### config.mk
export PLATFORM = sky130hd
export DESIGN_NAME = zeta_addr_sched_flat
export DESIGN_NICKNAME = d
export VERILOG_FILES = /design/src/rtl/zeta_addr_sched_pkg.sv /design/src/rtl/zeta_addr_sched_if.sv /design/src/rtl/zeta_addr_sched_stage_cnt.sv /design/src/rtl/zeta_addr_sched.sv /design/src/flat_wrapper.sv
export SDC_FILE = /design/constraint.sdc
export NUM_CORES = 1
export LEC_CHECK = 0
export BUFFER_PORTS_ARGS = -buffer_cell sky130_fd_sc_hd__buf_2
export CAP_MARGIN = 5
export CELL_PAD_IN_SITES_DETAIL_PLACEMENT = 1
export CELL_PAD_IN_SITES_GLOBAL_PLACEMENT = 1
export CORE_UTILIZATION = 35
export CTS_CLUSTER_DIAMETER = 40
export CTS_CLUSTER_SIZE = 12
export DETAILED_ROUTE_END_ITERATION = 10
export HOLD_SLACK_MARGIN = 0.1
export PLACE_DENSITY = 0.73
export SYNTH_ARGS = -nofsm -noshare
export SYNTH_HDL_FRONTEND = slang
export SYNTH_HIERARCHICAL = 1
export SYNTH_SLANG_ARGS = --single-unit
### constraint.sdc
create_clock -name clk -period 2.6 [get_ports clk]
set_input_delay 0.26 -clock clk [delete_from_list [all_inputs] [get_ports clk]]
set_output_delay 0.26 -clock clk [all_outputs]
set_load 0.05 [all_outputs]
### src/rtl/zeta_addr_sched_pkg.sv
// zeta_addr_sched_pkg: shared widths, FSM states and mode encodings for the zeta address scheduler.
`ifndef NTT_STAGE_CNT
`define NTT_STAGE_CNT 8
`endif
`ifndef DATA_WIDTH
`define DATA_WIDTH 16
`endif

package zeta_addr_sched_pkg;
    localparam int STAGE_CNT = `NTT_STAGE_CNT;
    typedef logic [STAGE_CNT-2:0] zeta_addr_t;
    typedef enum logic [1:0] {ST_IDLE, ST_RUN, ST_FLUSH} state_t;
    localparam logic MODE_NTT  = 1'b0;
    localparam logic MODE_INTT = 1'b1;
endpackage

### src/rtl/zeta_addr_sched_if.sv
// zeta_addr_sched_if: job control, stage strobes and per-lane ROM address bus of the scheduler.
interface zeta_addr_sched_if #(
    parameter int NTT_STAGE_CNT = `NTT_STAGE_CNT,
    parameter int POLY_CNT_W    = 8
);
    logic                                          i_start;
    logic                                          i_mode;
    logic [POLY_CNT_W-1:0]                         i_num_poly;
    logic [NTT_STAGE_CNT-1:0]                      i_stage_adv;
    logic [1:0][NTT_STAGE_CNT-1:0][NTT_STAGE_CNT-2:0] o_rom_addr;
    logic                                          o_busy;
    logic                                          o_done;

    modport master (
        output i_start, i_mode, i_num_poly, i_stage_adv,
        input  o_rom_addr, o_busy, o_done
    );

    modport slave (
        input  i_start, i_mode, i_num_poly, i_stage_adv,
        output o_rom_addr, o_busy, o_done
    );
endinterface

### src/rtl/zeta_addr_sched_stage_cnt.sv
// zeta_stage_cnt: per-stage pair/poly counters and registered two-lane zeta address.
module zeta_stage_cnt import zeta_addr_sched_pkg::*; #(
    parameter int NTT_STAGE_CNT = `NTT_STAGE_CNT,
    parameter int POLY_CNT_W    = 8,
    parameter int STAGE         = 0
) (
    input  logic                     clk,
    input  logic                     rst_n,
    input  logic                     i_run,
    input  logic                     i_clr,
    input  logic                     i_mode,
    input  logic                     i_adv,
    input  logic [POLY_CNT_W-1:0]    i_num_poly,
    output logic [NTT_STAGE_CNT-2:0] o_addr0,
    output logic [NTT_STAGE_CNT-2:0] o_addr1,
    output logic                     o_last
);
    localparam int AW = NTT_STAGE_CNT - 1;
    localparam int KW = NTT_STAGE_CNT - 2;
    localparam int SH = NTT_STAGE_CNT - 1 - STAGE;
    localparam logic [AW-1:0] MASK = AW'((1 << STAGE) - 1);
    localparam bit IS_LAST = (STAGE == NTT_STAGE_CNT - 1);

    logic [KW-1:0]         r_k;
    logic [POLY_CNT_W-1:0] r_poly;
    logic [AW-1:0]         r_addr0, r_addr1;
    logic [AW-1:0]         w_idx0, w_idx1, w_addr0, w_addr1;
    logic                  w_acc, w_wrap;

    // A stage that already finished every polynomial ignores further strobes.
    always_comb begin
        w_acc   = i_run && i_adv && (r_poly != i_num_poly);
        w_wrap  = &r_k;
        w_idx0  = {r_k, 1'b0} >> SH;
        w_idx1  = {r_k, 1'b1} >> SH;
        w_addr0 = (i_mode == MODE_INTT) ? ~w_idx0 & MASK : w_idx0;
        w_addr1 = (i_mode == MODE_INTT) ? ~w_idx1 & MASK : w_idx1;
        o_last  = IS_LAST && w_acc && w_wrap && (r_poly + POLY_CNT_W'(1) == i_num_poly);
    end

    always_ff @(posedge clk) begin
        if (!rst_n) begin
            r_k     <= '0;
            r_poly  <= '0;
            r_addr0 <= '0;
            r_addr1 <= '0;
        end else if (i_clr) begin
            r_k    <= '0;
            r_poly <= '0;
        end else if (w_acc) begin
            r_addr0 <= w_addr0;
            r_addr1 <= w_addr1;
            r_k     <= r_k + KW'(1);
            if (w_wrap) r_poly <= r_poly + POLY_CNT_W'(1);
        end
    end

    assign o_addr0 = r_addr0;
    assign o_addr1 = r_addr1;
endmodule

### src/rtl/zeta_addr_sched.sv
// zeta_addr_sched: job FSM driving per-stage zeta ROM address generators for the NTT/INTT pipeline.
module zeta_addr_sched import zeta_addr_sched_pkg::*; #(
    parameter int NTT_STAGE_CNT = `NTT_STAGE_CNT,
    parameter int POLY_CNT_W    = 8
) (
    input logic               clk,
    input logic               rst_n,
    zeta_addr_sched_if.slave  bus
);
    state_t                                           r_state, w_next;
    logic                                             r_mode;
    logic [POLY_CNT_W-1:0]                            r_num_poly;
    logic                                             w_start_ok, w_run, w_fin;
    logic [NTT_STAGE_CNT-1:0]                         w_last_vec;
    logic [1:0][NTT_STAGE_CNT-1:0][NTT_STAGE_CNT-2:0] w_rom_addr;

    for (genvar s = 0; s < NTT_STAGE_CNT; s++) begin : g_stage
        zeta_stage_cnt #(
            .NTT_STAGE_CNT(NTT_STAGE_CNT),
            .POLY_CNT_W   (POLY_CNT_W),
            .STAGE        (s)
        ) u_cnt (
            .clk       (clk),
            .rst_n     (rst_n),
            .i_run     (w_run),
            .i_clr     (w_start_ok),
            .i_mode    (r_mode),
            .i_adv     (bus.i_stage_adv[s]),
            .i_num_poly(r_num_poly),
            .o_addr0   (w_rom_addr[0][s]),
            .o_addr1   (w_rom_addr[1][s]),
            .o_last    (w_last_vec[s])
        );
    end

    // Only the final stage can raise its last flag, so the OR is the job-complete event.
    always_comb begin
        w_run      = (r_state == ST_RUN);
        w_fin      = |w_last_vec;
        w_start_ok = (r_state == ST_IDLE) && bus.i_start && (bus.i_num_poly != '0);
        w_next     = w_start_ok                 ? ST_RUN   :
                     (w_run && w_fin)           ? ST_FLUSH :
                     (r_state == ST_FLUSH)      ? ST_IDLE  : r_state;
    end

    always_ff @(posedge clk) begin
        if (!rst_n) begin
            r_state    <= ST_IDLE;
            r_mode     <= MODE_NTT;
            r_num_poly <= '0;
        end else begin
            r_state <= w_next;
            if (w_start_ok) begin
                r_mode     <= bus.i_mode;
                r_num_poly <= bus.i_num_poly;
            end
        end
    end

    assign bus.o_rom_addr = w_rom_addr;
    assign bus.o_busy     = (r_state != ST_IDLE);
    assign bus.o_done     = (r_state == ST_FLUSH);
endmodule

### src/flat_wrapper.sv
// flat-port wrapper written by rule: the top's interface ports become plain ports
module zeta_addr_sched_flat import zeta_addr_sched_pkg::*;
#(
    parameter int NTT_STAGE_CNT = `NTT_STAGE_CNT,
    parameter int POLY_CNT_W    = 8
)
  (clk, rst_n, bus_i_start, bus_i_mode, bus_i_num_poly, bus_i_stage_adv, bus_o_rom_addr, bus_o_busy, bus_o_done);
  zeta_addr_sched_if #(.NTT_STAGE_CNT(NTT_STAGE_CNT), .POLY_CNT_W(POLY_CNT_W)) bus_i ();
  input logic clk;
  input logic rst_n;
  input wire logic [$bits(bus_i.i_start)-1:0] bus_i_start;
  input wire logic [$bits(bus_i.i_mode)-1:0] bus_i_mode;
  input wire logic [$bits(bus_i.i_num_poly)-1:0] bus_i_num_poly;
  input wire logic [$bits(bus_i.i_stage_adv)-1:0] bus_i_stage_adv;
  output wire logic [$bits(bus_i.o_rom_addr)-1:0] bus_o_rom_addr;
  output wire logic [$bits(bus_i.o_busy)-1:0] bus_o_busy;
  output wire logic [$bits(bus_i.o_done)-1:0] bus_o_done;
  assign bus_i.i_start = bus_i_start;
  assign bus_i.i_mode = bus_i_mode;
  assign bus_i.i_num_poly = bus_i_num_poly;
  assign bus_i.i_stage_adv = bus_i_stage_adv;
  assign bus_o_rom_addr = bus_i.o_rom_addr;
  assign bus_o_busy = bus_i.o_busy;
  assign bus_o_done = bus_i.o_done;
  zeta_addr_sched #(.NTT_STAGE_CNT(NTT_STAGE_CNT), .POLY_CNT_W(POLY_CNT_W)) u_core (.clk(clk), .rst_n(rst_n), .bus(bus_i));
endmodule
After elaboration in Yosys (flattened, before gate mapping)

Cells that the tools add are included.
Widths: inputs -> output; s select.

Register bits after elaboration: 165
Input port bits: 20
Output and inout bits: 114
Word-level logic and storage cells: 111

Add/subtract/negate cells: 14
Eq/ne operators: 10
Multiplexer cells: 11
Bitwise gates (word level): 10
Reductions and logical operators: 40

Operator list:

| operator            | count |
|---|---|
| $add 8x1->8 const B | 7 |
| $ne 8x8->1          | 7 |
| $reduce_and 7->1    | 7 |
| $add 6x1->6 const B | 7 |
| $logic_and 1x1->1   | 19 |
| $mux 7              | 2 |
| $not 7->7           | 2 |
| $reduce_and 2->1    | 7 |
| $eq 8x8->1          | 1 |
| $reduce_bool 8->1   | 1 |
| $mux 2              | 3 |
| $mux 6              | 1 |
| $not 6->6           | 1 |
| $reduce_and 6->1    | 1 |
| $mux 5              | 1 |
| $not 5->5           | 1 |
| $mux 4              | 1 |
| $not 4->4           | 1 |
| $reduce_bool 2->1   | 2 |
| $mux 3              | 1 |
| $not 1->1           | 3 |
| $not 3->3           | 1 |
| $reduce_bool 3->1   | 1 |
| $eq 2x1->1 const B  | 1 |
| other kinds (5)     | 6 |

Logic depth before layout (Yosys ltp)

Word-level depth: 8
Mapped depth: 10
Depth with buffers taken out: 9

By module

Netlist, hierarchy kept.

Modules (own cells, without submodules):

| module                                    | instances | cells an instance | area an instance (um^2) | sequential area each (um^2) |
|---|---|---|---|---|
| zeta_stage_cnt at u_core.g_stage[7].u_cnt | 1         | 156               | 1391.3                  | 440.4 |
| zeta_stage_cnt at u_core.g_stage[6].u_cnt | 1         | 135               | 1127.3                  | 400.4 |
| zeta_stage_cnt at u_core.g_stage[5].u_cnt | 1         | 123               | 1108.6                  | 380.4 |
| zeta_stage_cnt at u_core.g_stage[4].u_cnt | 1         | 113               | 1044.8                  | 360.3 |
| zeta_stage_cnt at u_core.g_stage[3].u_cnt | 1         | 114               | 989.7                   | 340.3 |
| zeta_stage_cnt at u_core.g_stage[2].u_cnt | 1         | 112               | 959.7                   | 320.3 |
| zeta_stage_cnt at u_core.g_stage[1].u_cnt | 1         | 109               | 955.9                   | 300.3 |
| zeta_addr_sched                           | 1         | 55                | 484.2                   | 220.2 |
| zeta_stage_cnt at u_core.g_stage[0].u_cnt | 1         | 16                | 116.4                   | 0.0 |

Worst setup path before layout

Ideal clock, no wire load.

Path kind: register to register
Start: reg u_core.r_state[0]
End: reg u_core.g_stage[6].u_cnt.r_poly[7]
Library setup time: 0.128 ns
Arrival time: 2.275 ns
Data required time: 2.472 ns
Setup slack: 0.198 ns
Cell stages (with the launch flop): 7
Path buffers: 0
Period minus slack after synthesis: 2.402 ns
Cells stage by stage: dfxtp_1 > nor2b_1 > nand3_1 > or4_4 > a211oi_2 > xnor2_1 > nor2_1

Longest elaborated chain between the ends: 4
Elaborated cells between the ends (all ways): 8
Classes of those cells: eq/ne (1); reduce/logical (7)

RTL lines:

| element                         | RTL line                        | RTL |
|---|---|---|
| from (decl)                     | zeta_addr_sched.sv:10           | `state_t r_state, w_next;` |
| from (signal assigned)          | zeta_addr_sched.sv:52           | `r_state <= w_next;` |
| $eq 2x1->1                      | zeta_addr_sched.sv:38           | `w_run = (r_state == ST_RUN);` |
| via u_core.w_run                | zeta_addr_sched.sv:13           | `logic w_start_ok, w_run, w_fin;` |
| $logic_and 1x1->1 (2 in series) | zeta_addr_sched_stage_cnt.sv:32 | `w_acc = i_run && i_adv && (r_poly != i_num_poly);` |
| $reduce_and 7->1 (no line)      | n/a                             |  |
| to (signal assigned)            | zeta_addr_sched_stage_cnt.sv:54 | `if (w_wrap) r_poly <= r_poly + POLY_CNT_W'(1);` |
| to (decl)                       | zeta_addr_sched_stage_cnt.sv:25 | `logic [POLY_CNT_W-1:0] r_poly;` |

The timed path passes the listed nets, and every way through them passes these cells.
A chain may end at the register's enable or synchronous reset.

Worst setup path after layout

Start: reg u_core.r_state[0]
End: reg u_core.g_stage[7].u_cnt.r_poly[3]

Longest elaborated chain between the ends: 4
Elaborated cells between the ends (all ways): 8
Classes of those cells: eq/ne (1); reduce/logical (7)

RTL lines:

| element                         | RTL line |
|---|---|
| $eq 2x1->1                      | zeta_addr_sched.sv:38 |
| via u_core.w_run                | zeta_addr_sched.sv:13 |
| $logic_and 1x1->1 (2 in series) | zeta_addr_sched_stage_cnt.sv:32 |
| $reduce_and 7->1 (no line)      | n/a |
| to (signal assigned)            | zeta_addr_sched_stage_cnt.sv:54 |
| to (decl)                       | zeta_addr_sched_stage_cnt.sv:25 |

The timed path passes the listed nets, and every way through them passes these cells.

==> out/results.ini <==
[run_status]
status=finished clean

[clock_tree]
post_cts_buffers=0
cts_tree=built
cts.sinks=138
cts_resized=0
htree_levels=4
clk_latency_ns=0.42
path_clk_slew_ns=0.06
clockBufferDepth=2
root_buffer=clkbuf_16
cts_buffers=17
holdBufCountCts=2

[floorplan]
io-pin-count=134
core_mm2=0.02278
die_w_um=154.9
rows=55
die_h_um=154.9
dieArea_mm2=0.02398
start_util_pct=35.90

[timing]
finClkSkew_ns=0.01061
finalSetupViolCount=0
timing.setup.tns_ns=0
final-max-slew-violation-count=0
slew_headroom_pct=41.46
hold_viol_final=0
worstMarginPinSlew_ns=0.8700
rsz0062_at_grt=no
period_needed_ns=2.397
max_freq_ghz=0.4171
fin_crit_sh_pct=92.21

[setup_path]
path_delay_family=simple AND/OR/NAND/NOR gates
crit_required_ns=2.97
worstPathArrival_ns=2.76
critPathMaxStageDelay_ns=0.64
critical_path_buf_inv_count=1
crit_path_end_kind=flip-flop
path_cells=nor2b_1, nand4_1, nor2_1, o21ai_4, buf_4, or4_2, nand2_1
crit_fanout=12
cp_slowest_cell=or4_2
path_depth=7
startpoint_type=flip-flop
path_class=reg -> reg
r2r.worst_path.cells=7

[routing]
via_per_inst=5.023
wl_mm=20.45
firstDrtPassIters=4
num_vias=6726
post-route-drc-count=0
drt_iter0_drc=208
antenna_left=0
wl_per_cell_um=15.27

[grt]
grt_pass1_wl_mm=33.45
grt_pass1_vias=6720
antenna_found_initial=0
grt_use_total_pct=17.42
grt_overflow_total=0
grt_max_degree=29

[final_layout]
diodes=0
nets=1048
fill_cells=2716
multi_input_area_mm2=0.004668
utilization_pct=41.02
drive_above_1_share_pct=19.20
regArea_mm2=0.002764
area_delta_synth_final_pct=14.24

[hold_path]
min_path_type=in -> reg
worstHoldPathCells=3

[power]
leakagePower_uw=0.003879
vdd_drop_max_mv=0.3498
powerDensity_mw_per_mm2=610.9

[logic_synthesis]
yosysUniqueCellTypes=67
synth_ff_type=dfxtp_1
synth.area.top_cells=dfxtp_1 (34%), buf_4 (8.4%), xnor2_1 (7.3%), xor2_1 (5.8%), nand2_1 (4.4%)
syn-cell-area_mm2=0.008178
synth_top_area_share_pct=33.78
yosysTopAreaCell=dfxtp_1
synth-edff-count=0
ys_warn_count=6
syn_avg_cell_area_um2=8.765
syn_inst=933
synthArstFlopShare_pct=0
seq_area_frac_synth_pct=33.78
synth-seq-cells=138

[placed_design]
place_congestion=0.8005
dpl.hpwl_mm=14.47
io_buffers=76

[job]
cap_violations=0

[metal layers]
layer | track usage (%) | wire length, um | up-vias
li1 | - | - | 3302
met1 | 20.87 | 9285 | 3290
met2 | 31.16 | 10280 | 118
met3 | 3.900 | 642 | 16
met4 | 4.762 | 244 | 0
met5 | 0 | 0 | -
[worst paths after layout]
path	start	endpoint	slack (ns)
hold / removal	bus_i_num_poly[5]	u_core/r_num_poly[5]$_SDFFE_PN0P_	0.12
setup reg to reg	u_core/r_state[0]$_SDFFE_PN0P_	u_core/g_stage[7].u_cnt/r_poly[3]$_SDFFE_PP0P_	0.20
hold reg to reg	u_core/g_stage[5].u_cnt/o_addr1[3]$_SDFFE_PN0P_	u_core/g_stage[5].u_cnt/o_addr1[3]$_SDFFE_PN0P_	0.46
setup / recovery	u_core/r_state[0]$_SDFFE_PN0P_	u_core/g_stage[7].u_cnt/r_poly[3]$_SDFFE_PP0P_	0.20
[worst register-to-register path, delay by kind of cell (launching register included)]
family / cells / cell delay, ns
simple gates: 5 / 1.69
buf+inv: 1 / 0.19
compound gates: 1 / 0.09
flops: 1 / 0.37
[cells by family (layout without fill, tap and decap cells)]
family                   Yosys count  in the layout  synth area share [%]
flip-flops                       138            138                 33.78
AO/OA/AOI/OAI                    149            149                 13.63
XOR/XNOR                         124            124                 13.46
AND/OR/NAND/NOR                  326            326                 21.07
multiplexers                      31             31                 3.794
other                              7             63                0.3214
buffers and inverters            144            181                 11.80
adder cells (fa/ha/maj)           14             14                 2.142
[where the power goes]
group	switching, uW	total [uW]	internal, uW	leakage, uW
Sequential	46.7	2190	2140	0.00111
Combinational	588	814	226	0.00245
Clock	957	2710	1750	0.000312
[flip-flops by register name (all words and copies together) (netlist names)]
signal / cells
u_core/g_stage.u_cnt/o_addr0: 7
u_core/g_stage.u_cnt/o_addr1: 22
u_core/g_stage.u_cnt/r_k: 42
u_core/g_stage.u_cnt/r_poly: 56
u_core/r_mode: 1
u_core/r_num_poly: 8
u_core/r_state: 2
[synth_stat cells, types with 3 or more instances]
master / number
dfxtp_1: 138
nand2_1: 96
buf_4: 91
xnor2_1: 68
nor2_1: 60
xor2_1: 54
nand3_1: 52
mux2i_1: 31
a21oi_1: 29
or4_1: 27
o211ai_1: 21
o21ai_0: 21
inv_1: 19
nand4_1: 17
ha_1: 14
nand2b_1: 14
clkbuf_1: 11
a211oi_1: 9
buf_6: 9
nor2b_1: 9
nor4_1: 9
o31ai_1: 9
or3_1: 9
buf_2: 8
conb_1: 7
nand4_2: 7
o211a_1: 6
buf_1: 5
o21a_1: 5
o21ai_1: 5
o31a_1: 5
a211oi_2: 4
and3_1: 4
nor3_1: 4
o211ai_2: 4
a31o_2: 3
and2_1: 3
and4_1: 3
o41ai_1: 3
[stage by stage]
step           area [um^2]  setup WS [ns]  power, uW  hold slack, ns  cells
2_1_floorplan         8388         0.1978       2901          0.3912    989
3_3_place_gp          8673         0.1046       3026          0.4525   1306
4_1_cts               9343         0.1533       5779          0.1065   1339
3_5_place_dp          8673        0.02368       3041          0.4623   1306
5_1_grt               9343        0.01332       5932          0.1097   1339
6_report              9343         0.2026       5708          0.1185   1339
[layout make-up]
class	count	share of cell area, %
Inverter	19	0.7634
Sequential cell	138	29.58
Clock buffer	20	4.888
Multi-Input combinational cell	707	49.97
Clock inverter	11	2.062
Tap cell	313	4.192
Timing Repair Buffer	131	8.544
[layout by cell type, fill, tap and decap left out, types with 27 or more instances in the layout]
master     n
mux2i_1   31
nand2_1   96
nor2_1    60
conb_1    63
buf_4     53
xnor2_1   68
or4_1     27
nand3_1   52
a21oi_1   29
xor2_1    54
dfxtp_1  137
buf_2     76
Note: power is estimated with default switching activity, not from simulation.
